`src/rtl/rf_write_arbiter_pkg.sv`:
```
// Shared types and widths for the register-file write-back arbiter.
package rf_write_arbiter_pkg;

    // Core-wide widths; the arbiter and its slots take them from here.
    localparam int unsigned DATA_WIDTH = 32;
    localparam int unsigned ADDR_WIDTH = 5;

    typedef logic [ADDR_WIDTH-1:0] addr_t;
    typedef logic [DATA_WIDTH-1:0] data_t;

    // One-entry write-back holding slot.
    typedef struct packed {
        logic  v;
        addr_t addr;
        data_t data;
    } slot_t;

    // Relative age of the two slots; only meaningful while both are valid.
    typedef enum logic [1:0] {
        AGE_TIE         = 2'd0,
        AGE_SLOT0_OLDER = 2'd1,
        AGE_SLOT1_OLDER = 2'd2
    } age_e;

    // Round-robin preference used to break ties between same-cycle captures.
    typedef enum logic {
        RR_REQ0 = 1'b0,
        RR_REQ1 = 1'b1
    } rr_e;

    // True when a slot holds a pending write to the given register.
    function automatic logic slot_hits(input slot_t s, input addr_t raddr);
        return s.v && (s.addr == raddr);
    endfunction

    function automatic rr_e rr_flip(input rr_e p);
        return (p == RR_REQ0) ? RR_REQ1 : RR_REQ0;
    endfunction

endpackage

```
`src/rtl/rf_wb_slot.sv`:
```
// One-entry write-back holding register {v, addr, data}.
// A load may coincide with a clear (drain and refill in the same cycle); the
// load wins. Writes to register 0 are accepted but leave the slot empty.
module rf_wb_slot
    import rf_write_arbiter_pkg::*;
(
    input  logic  clk,
    input  logic  rst,
    input  logic  load_i,
    input  logic  clear_i,
    input  addr_t addr_i,
    input  data_t data_i,
    output slot_t slot_o
);

    slot_t slot_q;
    slot_t slot_d;

    // Next slot contents: refill beats drain, register 0 never becomes valid.
    always_comb begin
        slot_d = slot_q;
        if (load_i) begin
            slot_d.v    = (addr_i != '0);
            slot_d.addr = addr_i;
            slot_d.data = data_i;
        end else if (clear_i) begin
            slot_d.v = 1'b0;
        end
    end

    // Slot register; reset drops any pending write.
    always_ff @(posedge clk or negedge rst) begin
        if (!rst) begin
            slot_q <= '0;
        end else begin
            slot_q <= slot_d;
        end
    end

    assign slot_o = slot_q;

endmodule

```
`src/rtl/rf_write_arbiter.sv`:
```
// Shares the register file's single write port between the execute (req0) and
// memory (req1) write-back paths. Each path owns a one-entry slot; one slot is
// drained per cycle, oldest first, with a round-robin pointer breaking ties
// between slots captured on the same edge. Pending writes are exposed as
// read-after-write hazards on both decode read ports.
module rf_write_arbiter
    import rf_write_arbiter_pkg::*;
(
    input  logic                  clk,
    input  logic                  rst,

    input  logic                  req0_valid,
    output logic                  req0_ready,
    input  logic [ADDR_WIDTH-1:0] req0_addr,
    input  logic [DATA_WIDTH-1:0] req0_data,

    input  logic                  req1_valid,
    output logic                  req1_ready,
    input  logic [ADDR_WIDTH-1:0] req1_addr,
    input  logic [DATA_WIDTH-1:0] req1_data,

    output logic                  rf_wen,
    output logic [ADDR_WIDTH-1:0] rf_waddr,
    output logic [DATA_WIDTH-1:0] rf_wdata,

    input  logic [ADDR_WIDTH-1:0] raddr1,
    input  logic [ADDR_WIDTH-1:0] raddr2,
    output logic                  hazard1,
    output logic                  hazard2,
    output logic                  idle
);

    slot_t slot0;
    slot_t slot1;

    logic  gnt0;
    logic  gnt1;
    logic  tie_grant;

    logic  load0;
    logic  load1;
    logic  fill0;
    logic  fill1;

    age_e  age_q;
    age_e  age_d;
    rr_e   rr_q;
    rr_e   rr_d;

    // A slot accepts when empty or when it is being drained this cycle.
    assign req0_ready = !slot0.v || gnt0;
    assign req1_ready = !slot1.v || gnt1;

    assign load0 = req0_valid && req0_ready;
    assign load1 = req1_valid && req1_ready;

    // Captures that actually occupy a slot (register 0 writes are dropped).
    assign fill0 = load0 && (req0_addr != '0);
    assign fill1 = load1 && (req1_addr != '0);

    rf_wb_slot u_slot0 (
        .clk     (clk),
        .rst     (rst),
        .load_i  (load0),
        .clear_i (gnt0),
        .addr_i  (req0_addr),
        .data_i  (req0_data),
        .slot_o  (slot0)
    );

    rf_wb_slot u_slot1 (
        .clk     (clk),
        .rst     (rst),
        .load_i  (load1),
        .clear_i (gnt1),
        .addr_i  (req1_addr),
        .data_i  (req1_data),
        .slot_o  (slot1)
    );

    // Age and round-robin state registers.
    always_ff @(posedge clk or negedge rst) begin
        if (!rst) begin
            age_q <= AGE_TIE;
            rr_q  <= RR_REQ0;
        end else begin
            age_q <= age_d;
            rr_q  <= rr_d;
        end
    end

    // Next age: a lone capture next to a slot that stays pending makes the
    // pending one older; simultaneous captures are a tie. When the other slot
    // is empty or draining, the age value is irrelevant and is reset to a tie.
    always_comb begin
        age_d = age_q;
        if (fill0 && fill1) begin
            age_d = AGE_TIE;
        end else if (fill0) begin
            age_d = (slot1.v && !gnt1) ? AGE_SLOT1_OLDER : AGE_TIE;
        end else if (fill1) begin
            age_d = (slot0.v && !gnt0) ? AGE_SLOT0_OLDER : AGE_TIE;
        end

        rr_d = tie_grant ? rr_flip(rr_q) : rr_q;
    end

    // Grant from slot state only: older slot first; on a tie, equal
    // addresses go to req0 so the pair lands in capture order, otherwise the
    // round-robin pointer decides. The pointer moves after every tie grant.
    always_comb begin
        gnt0      = 1'b0;
        gnt1      = 1'b0;
        tie_grant = 1'b0;
        if (slot0.v && slot1.v) begin
            case (age_q)
                AGE_SLOT0_OLDER: gnt0 = 1'b1;
                AGE_SLOT1_OLDER: gnt1 = 1'b1;
                default: begin
                    tie_grant = 1'b1;
                    if ((slot0.addr == slot1.addr) || (rr_q == RR_REQ0)) begin
                        gnt0 = 1'b1;
                    end else begin
                        gnt1 = 1'b1;
                    end
                end
            endcase
        end else begin
            gnt0 = slot0.v;
            gnt1 = slot1.v;
        end
    end

    // Register-file write port: granted slot's contents, zero when idle.
    always_comb begin
        rf_wen   = gnt0 || gnt1;
        rf_waddr = '0;
        rf_wdata = '0;
        if (gnt0) begin
            rf_waddr = slot0.addr;
            rf_wdata = slot0.data;
        end else if (gnt1) begin
            rf_waddr = slot1.addr;
            rf_wdata = slot1.data;
        end
    end

    // Hazards only consider captured, uncommitted writes; register 0 never hazards.
    always_comb begin
        hazard1 = (raddr1 != '0) && (slot_hits(slot0, raddr1) || slot_hits(slot1, raddr1));
        hazard2 = (raddr2 != '0) && (slot_hits(slot0, raddr2) || slot_hits(slot1, raddr2));
        idle    = !slot0.v && !slot1.v;
    end

endmodule

```
`config.mk`:
```
export PLATFORM = sky130hd
export DESIGN_NAME = rf_write_arbiter
export DESIGN_NICKNAME = d
export VERILOG_FILES = /design/src/rtl/rf_write_arbiter_pkg.sv /design/src/rtl/rf_wb_slot.sv /design/src/rtl/rf_write_arbiter.sv
export SDC_FILE = /design/constraint.sdc
export NUM_CORES = 1
export LEC_CHECK = 0
export BUFFER_PORTS_ARGS = -buffer_cell sky130_fd_sc_hd__buf_2
export CAP_MARGIN = 0
export CORE_ASPECT_RATIO = 1.75
export CORE_MARGIN = 2
export CORE_UTILIZATION = 55
export DETAILED_ROUTE_END_ITERATION = 12
export PLACE_DENSITY = 0.86
export SYNTH_ARGS = -nofsm -noshare
export SYNTH_HDL_FRONTEND = slang
export SYNTH_HIERARCHICAL = 1
export SYNTH_SLANG_ARGS = --single-unit
```
`constraint.sdc`:
```
create_clock -name clk -period 3.7 [get_ports clk]
set_input_delay 0.185 -clock clk [delete_from_list [all_inputs] [get_ports clk]]
set_output_delay 0.185 -clock clk [all_outputs]
set_load 0.01 [all_outputs]
```
## Word level (Yosys, flattened, before mapping)

Cells that the tools add are included.

- Register bits: 79

- Equality and inequality tests: 7
- Mux-type cells: 22
- Bitwise logic cells: 1
- Reduce and logical (&&, ||, !) cells: 33

Operator list:

| operator | count |
|---|---|
| 32-bit two-way mux | 2 |
| 5-bit equality test | 5 |
| 5-bit nonzero test | 4 |
| 1-bit logical AND | 15 |
| 1-bit two-way mux | 12 |
| 5-bit two-way mux | 2 |
| 2-bit two-way mux | 4 |
| 1-bit logical OR | 6 |
| 1-bit zero test | 4 |
| 1-bit case mux with 2 select lines | 2 |
| 2-bit nonzero test | 2 |
| 3-bit nonzero test | 1 |
| 2-bit by 1-bit equality test with 1-bit output, second input constant | 1 |
| 2-bit equality test, second input constant | 1 |
| 2-bit OR reduction | 1 |
| 1-bit inverter | 1 |

## Depth between registers and ports, before layout

Gate-level depths: netlist of the first run.

- Depth after elaboration: 11
- Gate-level depth with buffers: 10

## Hierarchy

Netlist of the first run, hierarchy kept.

By module, submodules not included:

| module | instances | cells each | area an instance (µm²) | seq. area each (µm²) |
|---|---|---|---|---|
| rf_wb_slot | 2 | 83 | 1466.4 | 950.9 |
| rf_write_arbiter | 1 | 140 | 1081.0 | 75.1 |

## Worst setup path before layout of the first run

No wires, ideal clock.

- Kind: register to register
- Start: reg age_q[0]
- End: reg u_slot0.slot_q (netlist bit u_slot0/slot_o[23])
- Setup time: 125 ps
- Arrival time: 2164 ps
- Setup slack: 1411 ps
- Stages on the path, launching flop included: 10
- Path buffers: 2
- Path through: dfrtp_1 inv_1 ha_1 nand2_1 a21oi_2 o21ai_0 and2_1 buf_6 buf_6 mux2_4

- Cells in the longest elaborated chain, start to end: 5

Ends and longest elaborated chain:

| item | line | text |
|---|---|---|
| from (decl) | rf_write_arbiter.sv:45 | `age_e age_q;` |
| from (signal assigned) | rf_write_arbiter.sv:87 | `age_q <= age_d;` |
| 2-bit equality test or 2-bit by 1-bit equality test with 1-bit output (tied branches) | rf_write_arbiter.sv:116 | `case (age_q)` |
| 1-bit case mux with 2 select lines * | rf_write_arbiter.sv:116 |  |
| 1-bit two-way mux * | rf_write_arbiter.sv:115 | `if (slot0.v && slot1.v) begin` |
| 1-bit logical OR * | rf_write_arbiter.sv:51 | `assign req0_ready = !slot0.v \|\| gnt0;` |
| via req0_ready | rf_write_arbiter.sv:13 | `output logic req0_ready,` |
| 1-bit logical AND * | rf_write_arbiter.sv:54 | `assign load0 = req0_valid && req0_ready;` |
| via load0 | rf_write_arbiter.sv:40 | `logic load0;` |
| to (signal assigned) | rf_wb_slot.sv:36 | `slot_q <= slot_d;` |
| to (decl) | rf_wb_slot.sv:16 | `slot_t slot_q;` |

The timed path passes the listed nets; every way through them passes the cells marked *.
A chain may end at the register's enable or synchronous reset.

## Final worst setup path of the first run

- Start: reg age_q[1]
- End: reg u_slot1.slot_q (netlist bit u_slot1/slot_o[37])

- Cells in the longest elaborated chain, start to end: 6

Ends and longest elaborated chain:

| item | line | text |
|---|---|---|
| 2-bit equality test or 2-bit by 1-bit equality test with 1-bit output (tied branches) | rf_write_arbiter.sv:116 |  |
| 1-bit case mux with 2 select lines * | rf_write_arbiter.sv:116 |  |
| 1-bit two-way mux * | rf_write_arbiter.sv:115 |  |
| 1-bit logical OR * | rf_write_arbiter.sv:52 | `assign req1_ready = !slot1.v \|\| gnt1;` |
| 1-bit logical AND * | rf_write_arbiter.sv:55 | `assign load1 = req1_valid && req1_ready;` |
| via load1 | rf_write_arbiter.sv:41 | `logic load1;` |
| 1-bit two-way mux or 2-bit nonzero test (tied branches) | n/a |  |
| to (signal assigned) | rf_wb_slot.sv:36 |  |
| to (decl) | rf_wb_slot.sv:16 |  |

Marked as above.

==> metrics.cfg, run 1 <==
[clock_tree]
clk_pin_slew_ps=60
cts_tree=yes
post_cts_resized=0
post_cts_buffers=0
clockBufferDepth=2
cts.sinks=79
cts_buffers=9
htree_levels=3
hold_buffers=0
clk_latency_ps=330
cts_root_buffer=clkbuf_16

[timing]
hold_viol=0
worst_slack_ps=864
tightest_slew_ps=960
min_period_ps=2840
max_freq_mhz=353
timing.final.crit_share=0.766
slew_headroom=0.360
rsz0062_at_grt=no
slew_viol_final=0
setup_tns_ps=0
clock_skew_ps=5.30
setup_viol=0

[synth]
synth_area_um2=4010
synth-adder-area-share=0.00623
synth_top_family_by_area=multiplexers
synth_edf_count=0
synth.most_common_cell=dfrtp_1
synthMuxAreaShare=0.237
yosysWarnings=6
synth_xor_area_frac=0.0567
post_synth.cell_area_avg_um2=13.1
syn_inst=306
synth_fp_nets=396
synth.distinct_cells=42
ys_seq_area_frac=0.493
ys.flop_type=dfrtp_1
synth_area_leader_cell=dfrtp_1
synthTopCellsByCount=79 x dfrtp_1, 56 x mux2_2, 30 x a22o_1
synth_simple_gate_area_frac=0.0639
ys_async_sr_fraction=1.00
synth_seq_cells=79
synth_compound_area_frac=0.104
synth_top_area_share=0.493
yosys-top-cells-area=dfrtp_1 49%, mux2_2 16%, mux2_4 6.7%

[min_path]
min_path_type=input pin to asynchronous set/reset pin

[worst_setup_path]
r2r_cells=9
path_max_fanout=27
arrival_ps=3040
cp_cell_sequence=ha_1 -> nand2b_1 -> and4_1 -> a21o_2 -> clkinv_1 -> and2_2 -> buf_4 -> nor4b_1 -> a2bb2oi_1
crit_type=flop to flop
slowest_stage=dfrtp_1
endpoint_kind=flop
required_ps=3900
slowest_delay_ps=410
reg2reg_from=age_q[1]
reg2reg_to=u_slot1/slot_o[37]
rrSetupSlack_ps=860
crit_path_start_kind=flop

[layout]
diodes=0
drive_gt1_frac=0.534
area_delta_synth_final_pct=25.4
final_nets=525
stdcell_area_um2=5030

[floorplanning]
rows=41
dieArea_um2=8020
fp.dieH_um=117
coreArea_um2=7130
die_width_um=68.6
io_pins=131
start_util=0.563

[global_route]
grt-busiest-layer=met2
grt_use_met2=0.445
gr-total-overflow=0
gr-usage-all-layers=0.262
met1_usage=0.305
grt_first_pass_wirelength_mm=15.4
grt_pass1_vias=3215
grt_antenna_before_repair=0
grt_max_degree=80
grt_use_met3=0.0468

[route]
wl_mm=9.71
wire_per_inst_um=18.5
via_count=3052
post-route-drc-count=0
antenna_left=0
post_drt_via_cell_ratio=5.80
first_iter_violations=202
first_pass_iters=4

[run_status]
status=finished clean

[placed_design]
portBuffers=130
place.gp.congestion=0.906
pre_cts_ws_ps=922
place_hpwl_mm=7.08
placed_cell_area_um2=4690

[flow_run]
cap_violations=0

[power]
p_leak_nw=2.42
peakVddDrop_mv=0.756
p_per_area_nw_per_um2=1050

==> registers in the layout, summed over array words and instances, names as in the netlist <==
| register | flops |
|---|---|
| age_q | 2 |
| rr_q | 1 |
| u_slot1/slot_o | 38 |
| u_slot0/slot_o | 38 |
==> critical path: cells and delay by family, from the launching register on <==
family	cells	cell delay (ps)
AND/OR/NAND/NOR	4	1060
buffers and inverters	2	490
flip-flops	1	410
adder cells (fa/ha/maj)	1	370
AO/OA/AOI/OAI	2	350
==> worst max-delay path by stage <==
stage	from	endpoint	slack, ps	cells after the start
final	age_q[1]	u_slot1/slot_o[37]	860	9
after floorplan	age_q[0]	u_slot0/slot_o[23]	1410	9
after global routing	age_q[0]	u_slot1/slot_o[37]	700	10
after detailed placement	u_slot0/slot_o[34]	u_slot0/slot_o[13]	920	7
after global placement	u_slot0/slot_o[32]	u_slot0/slot_o[22]	970	7
after CTS	age_q[0]	rf_wdata[31]	900	8
==> where the power goes <==
part | internal (mW) | switching (mW) | total (mW)
combinational | 1.36 | 1.28 | 2.63
sequential | 1.29 | 0.358 | 1.65
clock | 0.675 | 0.336 | 1.01
==> cells by family after synthesis <==
group / after synthesis
mux: 79
flops: 79
compound gates: 51
simple gates: 46
xor+xnor: 26
buf+inv: 23
fa+ha+maj: 2
==> layer usage <==
layer  share of wire  vias to the layer above
li1                -                     1370
met5               0                        -
met2            0.54                      108
met1            0.38                     1546
met4           0.039                        0
met3           0.042                       28
==> metrics by stage <==
stage / utilization / power (mW) / hold WS [ps] / cells
floorplan: - / 3.49 / -111 / 306
global placement: 0.657 / 4.19 / 390 / 510
detailed placement: 0.657 / 4.29 / 401 / 510
CTS: 0.706 / 5.32 / 49.4 / 526
global route: 0.706 / 5.61 / 79.5 / 526
finish: 0.706 / 5.29 / 0.630 / 526
==> cell usage in the layout (no fill, tap or decap), types with 3 or more instances in the layout <==
master	n
a21oi_1	4
a22o_1	30
and2_2	3
buf_2	129
buf_4	5
bufinv_16	3
clkbuf_16	9
dfrtp_1	79
inv_1	6
mux2_2	56
mux2_4	18
mux2i_1	5
nand2_1	4
nand3_1	6
nor2_1	12
nor4_1	4
o21ai_0	3
or4_1	4
xnor2_1	10
xor2_1	16
==> cell type report <==
cell class / instances / area, um2
fillers: 510 / 2100
flip-flops and latches: 79 / 1980
multi-input cells: 204 / 1890
repair buffers: 134 / 683
clock buffers: 10 / 239
clock inverters: 6 / 108
well taps: 86 / 108
inverters: 7 / 26.3
Note: power is estimated with default switching activity, not from simulation.
==> run 2, diff against run 1 <==
Settings changed: ABC_AREA set to 1, CORE_UTILIZATION 55 to 47, PLACE_DENSITY 0.86 to 0.77.
Clock period 3.7 ns to 2.3 ns, I/O delays scaled along.
==> run 2 against run 1 <==
  * Final cell count increased by 68%
  * Die area increased by 24%
  * Clock power increased by 57%
  * Area after synthesis increased by 6.9%
  * Critical endpoint is now rf_wdata[5]
==> metrics.cfg, run 2 <==
[layout]
final_common_cell=nand2_1
drive_gt1_frac=0.320
final_nets=848
area_delta_synth_final_pct=43.3
stdcell_area_um2=6150
diodes=0
final_cell_mix=294 x nand2_1, 129 x buf_2, 75 x dfrtp_1
final_cells=883

[timing]
max_freq_mhz=444
slew_headroom=0.557
tightest_slew_ps=663
worst_slack_ps=47.7
hold_viol=0
setup_viol=0
clock_skew_ps=8.86
timing.final.crit_share=0.979
min_period_ps=2250
slew_viol_final=0

[worst_setup_path]
endpoint_kind=output pin
required_ps=2180
arrival_ps=2140
reg2reg_from=age_q[0]
crit_path_start_kind=flop
critPathLaunch=age_q[0]
crit_type=flop to output pin
path_max_fanout=12

[global_route]
gr-total-overflow=0
gr-usage-all-layers=0.261
grt_first_pass_wirelength_mm=20.6
grt_antenna_before_repair=0
grt_pass1_vias=4464
grt_max_degree=41

[route]
post_drt_via_cell_ratio=5.00
post-route-drc-count=0
via_count=4419
first_iter_violations=221
wl_mm=12.8
wire_per_inst_um=14.5
first_pass_iters=4
antenna_left=0

[floorplanning]
fp.dieH_um=130
die_width_um=76.2
io_pins=131
rows=46
coreArea_um2=8980
start_util=0.478
dieArea_um2=9940

[synth]
ys.flop_type=dfrtp_1
synth_seq_cells=79
yosys-top-cells-area=dfrtp_1 46%, nand2_1 26%, o21ai_2 5.7%
synth_area_leader_cell=dfrtp_1
yosysWarnings=6
ys_seq_area_frac=0.461
synth_edf_count=0
ys_async_sr_fraction=1.00
synth.distinct_cells=26
synth_top_area_share=0.461
synth.most_common_cell=nand2_1
post_synth.cell_area_avg_um2=7.59
synthTopCellsByCount=295 x nand2_1, 79 x dfrtp_1, 28 x o21ai_2
synth_area_um2=4290
syn_inst=565
synth_fp_nets=655

[power]
p_leak_nw=3.33
p_per_area_nw_per_um2=1620
peakVddDrop_mv=0.892

[clock_tree]
clk_latency_ps=330
htree_levels=3
cts_root_buffer=clkbuf_16
cts.sinks=79
cts_tree=yes
cts_buffers=9
clockBufferDepth=2
clk_pin_slew_ps=60

[run_status]
status=finished clean

[placed_design]
portBuffers=130
dp_cells=807
place.gp.congestion=0.964
placed_cell_area_um2=5080
place_hpwl_mm=8.30
pre_cts_ws_ps=180

[min_path]
min_path_type=input pin to flop
hp-start=req0_data[19]

[flow_run]
cap_violations=0

==> run 2: worst paths after layout <==
check	cells after the start	slack (ps)	endpoint
worst max register to register	10	130	u_slot0/slot_o[20]
worst min register to register	2	470	u_slot1/slot_o[21]
worst max-delay path	10	50	rf_wdata[5]
max in group asynchronous	3	1360	u_slot0/slot_o[20]
worst min-delay path	3	0.04	u_slot0/slot_o[19]
min in group asynchronous	2	320	u_slot1/slot_o[6]
==> run 2: critical path, stage by stage, from the launching register on <==
cell and delay [ps]:
dfrtp_1 380, inv_1 60, ha_1 320, inv_1 80, a21boi_2 170, nand2_2 90, nand2_4 140, buf_12 160
nand2_1 50, o21ai_1 180, buf_2 170
==> run 2: cell families after synthesis <==
group	after synthesis	share of synthesized area
AND/OR/NAND/NOR	357	0.336
flip-flops	79	0.461
AO/OA/AOI/OAI	62	0.105
buffers and inverters	58	0.0785
XOR/XNOR	7	0.0143
adder cells (fa/ha/maj)	2	0.00583
==> run 2: area by class of cell <==
type / instances / area (um2)
Fill cell: 727 / 2830
Multi-Input combinational cell: 428 / 2000
Sequential cell: 79 / 1980
Timing Repair Buffer: 208 / 1540
Clock buffer: 14 / 284
Tap cell: 120 / 150
Inverter: 32 / 128
Clock inverter: 2 / 60.1
==> run 2: what timing repair did <==
| action | CTS | global route |
|---|---|---|
| endpoints found under the setup margin | 31 | 36 |
| resized for setup | 10 | 18 |
| pin swaps | 0 | 1 |
| gates cloned | 1 | 3 |
| buffers inserted | 0 | 5 |
| hold buffers | 51 | 0 |
| endpoints found under the hold margin | 89 | 0 |
==> run 2: where the power goes <==
part,total [mW],switching (mW),internal (mW)
logic,5.80,3.37,2.43
clock network,1.59,0.525,1.07
registers,2.58,0.492,2.09
==> run 2: through the flow <==
stage	setup TNS [ps]	total power, mW	hold slack, ps	util
final	0	9.97	0.0394	0.685
after global routing	-537	10.7	1.82	0.685
after detailed placement	0	7.52	135	0.566
after floorplan	0	6.01	-181	-
after CTS	0	9.47	0.587	0.668
after global placement	0	7.39	129	0.566
==> run 2: per-layer routing <==
metal | track usage | wire length [um]
met5 | 0 | 0
met3 | 0.0419 | 665
met2 | 0.472 | 6850
met1 | 0.292 | 4770
met4 | 0.148 | 481
